`src/rtl/sc_modcounter.sv`:
```
// Up/down modulo counter with prescaled stepping, load clamp, and registered carry/borrow pulses.
// Wraps or saturates at the bounds; every output is driven straight from a register.
module sc_modcounter #(
    parameter int              MODCOUNTER_DATAWIDTH = 8,
    parameter longint unsigned MODCOUNTER_MODULUS   = 64'd1 << MODCOUNTER_DATAWIDTH,
    parameter bit              MODCOUNTER_SATURATE  = 1'b0,
    parameter int              MODCOUNTER_PRESCALE  = 1
) (
    input  logic                            SC_MODCOUNTER_CLOCK_50,
    input  logic                            SC_MODCOUNTER_RESET_InLow,
    input  logic                            SC_MODCOUNTER_clear_InLow,
    input  logic                            SC_MODCOUNTER_load_InLow,
    input  logic [MODCOUNTER_DATAWIDTH-1:0] SC_MODCOUNTER_data_InBUS,
    input  logic                            SC_MODCOUNTER_upcount_InLow,
    input  logic                            SC_MODCOUNTER_downcount_InLow,
    output logic [MODCOUNTER_DATAWIDTH-1:0] SC_MODCOUNTER_data_OutBUS,
    output logic                            SC_MODCOUNTER_carry_OutHigh,
    output logic                            SC_MODCOUNTER_borrow_OutHigh
);

    localparam int            W        = MODCOUNTER_DATAWIDTH;
    localparam logic [W-1:0]  MAX_VAL  = W'(MODCOUNTER_MODULUS - 64'd1);
    localparam logic [W-1:0]  ONE      = {{(W-1){1'b0}}, 1'b1};
    localparam logic [15:0]   PRE_LAST = 16'(MODCOUNTER_PRESCALE - 1);

    logic [W-1:0] count_p1;
    logic [15:0]  prescale_p1;
    logic         carry_p1;
    logic         borrow_p1;

    logic upReq;
    logic downReq;
    logic moving;
    logic stepNow;

    function automatic logic [W-1:0] stepUp(input logic [W-1:0] v);
        if (v == MAX_VAL)
            return MODCOUNTER_SATURATE ? MAX_VAL : '0;
        return v + ONE;
    endfunction

    function automatic logic [W-1:0] stepDown(input logic [W-1:0] v);
        if (v == '0)
            return MODCOUNTER_SATURATE ? '0 : MAX_VAL;
        return v - ONE;
    endfunction

    function automatic logic [W-1:0] clampLoad(input logic [W-1:0] d);
        if (64'(d) >= MODCOUNTER_MODULUS)
            return MAX_VAL;
        return d;
    endfunction

    // Direction decode: exactly one request asserted, otherwise idle
    always_comb begin
        upReq   = !SC_MODCOUNTER_upcount_InLow && SC_MODCOUNTER_downcount_InLow;
        downReq = SC_MODCOUNTER_upcount_InLow && !SC_MODCOUNTER_downcount_InLow;
        moving  = upReq || downReq;
        stepNow = moving && (prescale_p1 == PRE_LAST);
    end

    // Register stage: count, prescaler and the single-cycle carry/borrow pulses
    always_ff @(posedge SC_MODCOUNTER_CLOCK_50 or negedge SC_MODCOUNTER_RESET_InLow) begin
        if (!SC_MODCOUNTER_RESET_InLow) begin
            count_p1    <= '0;
            prescale_p1 <= '0;
            carry_p1    <= 1'b0;
            borrow_p1   <= 1'b0;
        end else begin
            carry_p1  <= 1'b0;
            borrow_p1 <= 1'b0;
            if (!SC_MODCOUNTER_clear_InLow) begin
                count_p1    <= '0;
                prescale_p1 <= '0;
            end else if (!SC_MODCOUNTER_load_InLow) begin
                count_p1    <= clampLoad(SC_MODCOUNTER_data_InBUS);
                prescale_p1 <= '0;
            end else if (moving) begin
                prescale_p1 <= stepNow ? 16'd0 : prescale_p1 + 16'd1;
                if (stepNow) begin
                    if (upReq) begin
                        count_p1 <= stepUp(count_p1);
                        carry_p1 <= (count_p1 == MAX_VAL);
                    end else begin
                        count_p1  <= stepDown(count_p1);
                        borrow_p1 <= (count_p1 == '0);
                    end
                end
            end
        end
    end

    assign SC_MODCOUNTER_data_OutBUS    = count_p1;
    assign SC_MODCOUNTER_carry_OutHigh  = carry_p1;
    assign SC_MODCOUNTER_borrow_OutHigh = borrow_p1;

endmodule

```
`config.mk`:
```
export PLATFORM = sky130hd
export DESIGN_NAME = sc_modcounter
export DESIGN_NICKNAME = d
export VERILOG_FILES = /design/src/rtl/sc_modcounter.sv
export SDC_FILE = /design/constraint.sdc
export NUM_CORES = 1
export LEC_CHECK = 0
export BUFFER_PORTS_ARGS = -buffer_cell sky130_fd_sc_hd__buf_4
export CORE_ASPECT_RATIO = 1.5
export CORE_UTILIZATION = 45
export DETAILED_ROUTE_END_ITERATION = 10
export MAX_ROUTING_LAYER = met4
export PLACE_DENSITY = 0.67
export REMOVE_ABC_BUFFERS = 1
export SLEW_MARGIN = 20
export SYNTH_ARGS = -nofsm -noshare
export SYNTH_HDL_FRONTEND = slang
export SYNTH_SLANG_ARGS = --single-unit
```
`constraint.sdc`:
```
create_clock -name SC_MODCOUNTER_CLOCK_50 -period 2.4 [get_ports SC_MODCOUNTER_CLOCK_50]
set_input_delay 0.48 -clock SC_MODCOUNTER_CLOCK_50 [delete_from_list [all_inputs] [get_ports SC_MODCOUNTER_CLOCK_50]]
set_output_delay 0.48 -clock SC_MODCOUNTER_CLOCK_50 [all_outputs]
set_load 0.01 [all_outputs]
```
==> results list <==
* Result of the run: finished clean
* Synth top area cells: sky130_fd_sc_hd__dfrtp_1, sky130_fd_sc_hd__xor2_1, sky130_fd_sc_hd__nand2_1
- The cell area that synthesis handed to floorplanning was about 1700 µm².
- Across the VDD grid, the largest voltage drop is 0.2680 mV.
* Count of final setup violators: 0
- Cell accounting for the most synthesized area: sky130_fd_sc_hd__dfrtp_1
- CTS sink count: 26
- Clock edge transition at the registers on the reported setup and hold paths: approximately 0.090 ns
* Filler instances: around 350
* CTS hold repair buffers: 0
- Wires add up to 4.169 mm.
* Clock period minus final worst setup slack: 1.884 ns
* Cell-internal power: 0.7213 mW
- Clk Latency, worst-skew pair: 0.27 ns
* Power spent charging and discharging nets: approximately 0.33 mW
- The global routing stage identified its most utilized layer as met2.
- Top_reg_cell synth: sky130_fd_sc_hd__dfrtp_1
* Logic pwr share: around a quarter
* DRC errors left: 0
- Total die area: between 4000 and 5000 µm²
- In this design, the largest share of critical-path delay is due to simple AND/OR/NAND/NOR gates.
* Beginning of the worst register-to-register path: SC_MODCOUNTER_data_OutBUS[0]
* Port Buffers: 23
* Vias per Instance: 5.940
* CP max stage cell: sky130_fd_sc_hd__dfrtp_1
- The detailed router placed 1580 vias in this run.
- The worst path uses 78.48% of the clock period.
- Final hold viol count: 0
- Post-cts gate resize count: 0
- Cell Count Post-Placement: 262
- The synthesized design contains 26 register bits.
* Placed wire-length estimate: just over 3 mm
- For this block, the initial DRC count from the detailed router was 46.
- Dividing the synthesized area by the synthesized cell count gives between 8 and 9 µm².
* Post-route worst hold slack: 0.09475 ns
- The via count of the first global-routing pass is 1505.
- 24 I/O pins were placed.
- Post-CTS setup buffer count: 0
* GRT Residual Overflow: 0
* Cell Chain, Critical Path: inv_1 -> ha_1 -> nor2b_1 -> and2_1 -> o211a_1 -> nor3_1 -> o31ai_1
* Arrival time of the worst setup path: 2.05 ns
* Antenna Cells: 0
* Fraction of power spent switching nets: about a third
- The min-delay analysis places its worst path in the category in2async.
- The analysis attributes to cell leakage a power of 0.8738 nW.
* H-tree levels: 1
* CTS tree: yes
* Starting density of the core: between 40% and 50%
- Together, buffers and inverters on the worst path number 1.
* Grt met3 use: 0.5814%
- At the end of routability-driven placement, the weighted congestion stood at 0.8267.
* Timing-limited maximum frequency: between 0.5 and 0.6 GHz
* Layout Cells excl Fill: around 270
- Antenna violations before repair: 0
* Number of clock buffers inserted by TritonCTS: 3
- Measured along the y axis, the die boundary spans slightly below 80 µm.
* Nets@finish: around 240
- The critical path in this run is classified as reg2reg.
- Total routing resource utilization after global routing: between 20% and 30%
- In this run the core area contains 27 standard-cell rows.
- The worst pin sits at a relative slew slack of approximately two thirds.
* Endpoint kind of the worst setup timing path: flop
* Power share of the sequential group: between 40% and 50%
- Type of origin of the critical path: flop
- Sequential elements use a little under two fifths of the synthesized area.
- Summing all non-filler instances in the final layout gives an area of around 2000 µm².
- Summed over all failing endpoints, the final setup total negative slack is 0 ns.
- The pre-antenna-repair detailed-routing pass consisted of 4 iterations.
* Final count of pins violating max slew: 0
- Global-route wire length before repair: around 6.6 mm
* Floorplan die width: roughly 53 µm
- Entering global routing, the biggest net connects 27 pins.
- Share of final-layout standard cells stronger than drive strength 1: 18.39%
* Delay of the slowest cell on the worst path: roughly 0.53 ns
- The share of synthesized area in the top cell type comes to between 30% and 40%.
* Area inside the core boundary: ~3700 µm²
- The most critical setup path has its startpoint at SC_MODCOUNTER_data_OutBUS[0].
- Once detail routing completed, the nets flagged for antenna violations numbered 0.
* Power density relative to cell area: 525.6 nW/µm²
* Post-Place Cell Area: between 1500 and 2000 µm²
- Actual transition at the worst max-transition pin: between 0.4 and 0.5 ns
- Cell count after synthesis: about 200
- Global routing consumed, on the met2 layer, between 40% and 50% of the routing resources.
* Setup repair after global routing missed its margin: false
- For this run, the share of the core covered by cells in the final layout is between 50% and 60%.
- For this run, global-route usage on met1 was measured as between 20 and 25%.
* Maximum clock insertion buffer count: 2
- Yosys Warn Count: 0
- Per report_power, the clock group accounts for between 20% and 30% of the total.
- After detailed routing, the average wire length per cell comes to between 15 and 20 µm.
* Library cells used by synthesis: 38
- Clock root buffer: sky130_fd_sc_hd__clkbuf_8
- Max-cap violations: 0
- Share of async-settable or async-resettable flops after synthesis: between 90% and 100%
- Of all nets on the critical path, the largest fanout is 9.
* Synth-to-layout area growth: 15.24%
- Clock Skews: 0.002642 ns
- Data on the critical path is required at its endpoint by around 2.6 ns.
- EDFF count, synth: 0
-- power by group through the flow --
stage,logic (mW),registers (mW),clock network [mW]
5_1_grt,0.291,0.498,0.312
3_5_place_dp,0.265,0.501,0
2_1_floorplan,0.154,0.503,0
3_3_place_gp,0.264,0.503,0
6_report,0.267,0.495,0.293
4_1_cts,0.266,0.495,0.294
-- routing by layer --
metal	vias to the layer above	share of wire, %
li1	755	-
met1	787	40
met2	31	57
met3	7	2.3
met4	0	1.2
met5	-	0
-- cell usage after synthesis, types with 4 or more instances --
| cell | instances |
|---|---|
| sky130_fd_sc_hd__buf_2 | 7 |
| sky130_fd_sc_hd__nand3_1 | 10 |
| sky130_fd_sc_hd__nand4_1 | 9 |
| sky130_fd_sc_hd__a31oi_1 | 4 |
| sky130_fd_sc_hd__a22oi_1 | 5 |
| sky130_fd_sc_hd__and3_1 | 5 |
| sky130_fd_sc_hd__xor2_1 | 14 |
| sky130_fd_sc_hd__clkbuf_1 | 5 |
| sky130_fd_sc_hd__dfrtp_1 | 26 |
| sky130_fd_sc_hd__xnor2_1 | 6 |
| sky130_fd_sc_hd__nor2b_1 | 4 |
| sky130_fd_sc_hd__o31ai_1 | 5 |
| sky130_fd_sc_hd__nor2_1 | 22 |
| sky130_fd_sc_hd__o21ai_0 | 7 |
| sky130_fd_sc_hd__nor4_1 | 4 |
| sky130_fd_sc_hd__inv_1 | 9 |
| sky130_fd_sc_hd__a21oi_1 | 6 |
| sky130_fd_sc_hd__ha_1 | 6 |
| sky130_fd_sc_hd__nand2_1 | 22 |
-- logic make-up (layout without fill, tap and decap cells) --
group           after synthesis  count (layout)  synth area share, %
simple gates                 93              93                28.61
compound gates               36              36                13.95
flops                        26              26                37.38
buf+inv                      21              41                5.032
xor+xnor                     20              20                10.06
fa+ha+maj                     6               6                4.313
mux                           1               1               0.6470
-- worst paths after layout --
check / to / slack [ns] / cells after the start
setup / recovery: SC_MODCOUNTER_data_OutBUS[7] / 0.52 / 7
hold / removal: prescale_p1[11] / 0.09 / 1
setup reg to reg: SC_MODCOUNTER_data_OutBUS[7] / 0.52 / 7
hold reg to reg: prescale_p1[15] / 0.57 / 2
max in group asynchronous: prescale_p1[9] / 2.05 / 1
min in group SC_MODCOUNTER_CLOCK_50: SC_MODCOUNTER_data_OutBUS[5] / 0.42 / 3
-- placed cells by master (no fill, tap or decap), drive strengths merged, types with 3 or more instances in the layout --
cell type   n
buf        28
dfrtp      26
nand2      22
nor2       22
xor2       14
nand3      11
inv         9
nand4       9
o21ai       9
xnor2       6
a21oi       6
ha          6
a22oi       6
o31ai       6
nor4        6
and3        5
nor2b       4
a31oi       4
clkbuf      4
nor3        4
and4        3
and2        3
-- per-stage QoR --
stage,setup WS [ns],total power [mW]
after floorplan,0.3866,0.6571
after global placement,0.3482,0.7670
after detailed placement,0.3075,0.7669
after CTS,0.5333,1.055
after global routing,0.3541,1.101
final,0.5164,1.054
-- registers in the layout, indices dropped and copies added (netlist names) --
signal,count
SC_MODCOUNTER_data_OutBUS,8
SC_MODCOUNTER_carry_OutHigh,1
SC_MODCOUNTER_borrow_OutHigh,1
prescale_p1,16
-- area by class of cell --
class                           instances  area (µm²)  share of cell area [%]
Sequential cell                        26       650.6                   32.44
Clock buffer                            4       55.05                   2.745
Inverter                                9       33.78                   1.684
Timing Repair Buffer                   28       210.2                   10.48
Multi-Input combinational cell        156        1002                   49.97
Tap cell                               43       53.80                   2.682
No activity file was read; power rests on OpenSTA's default activity.
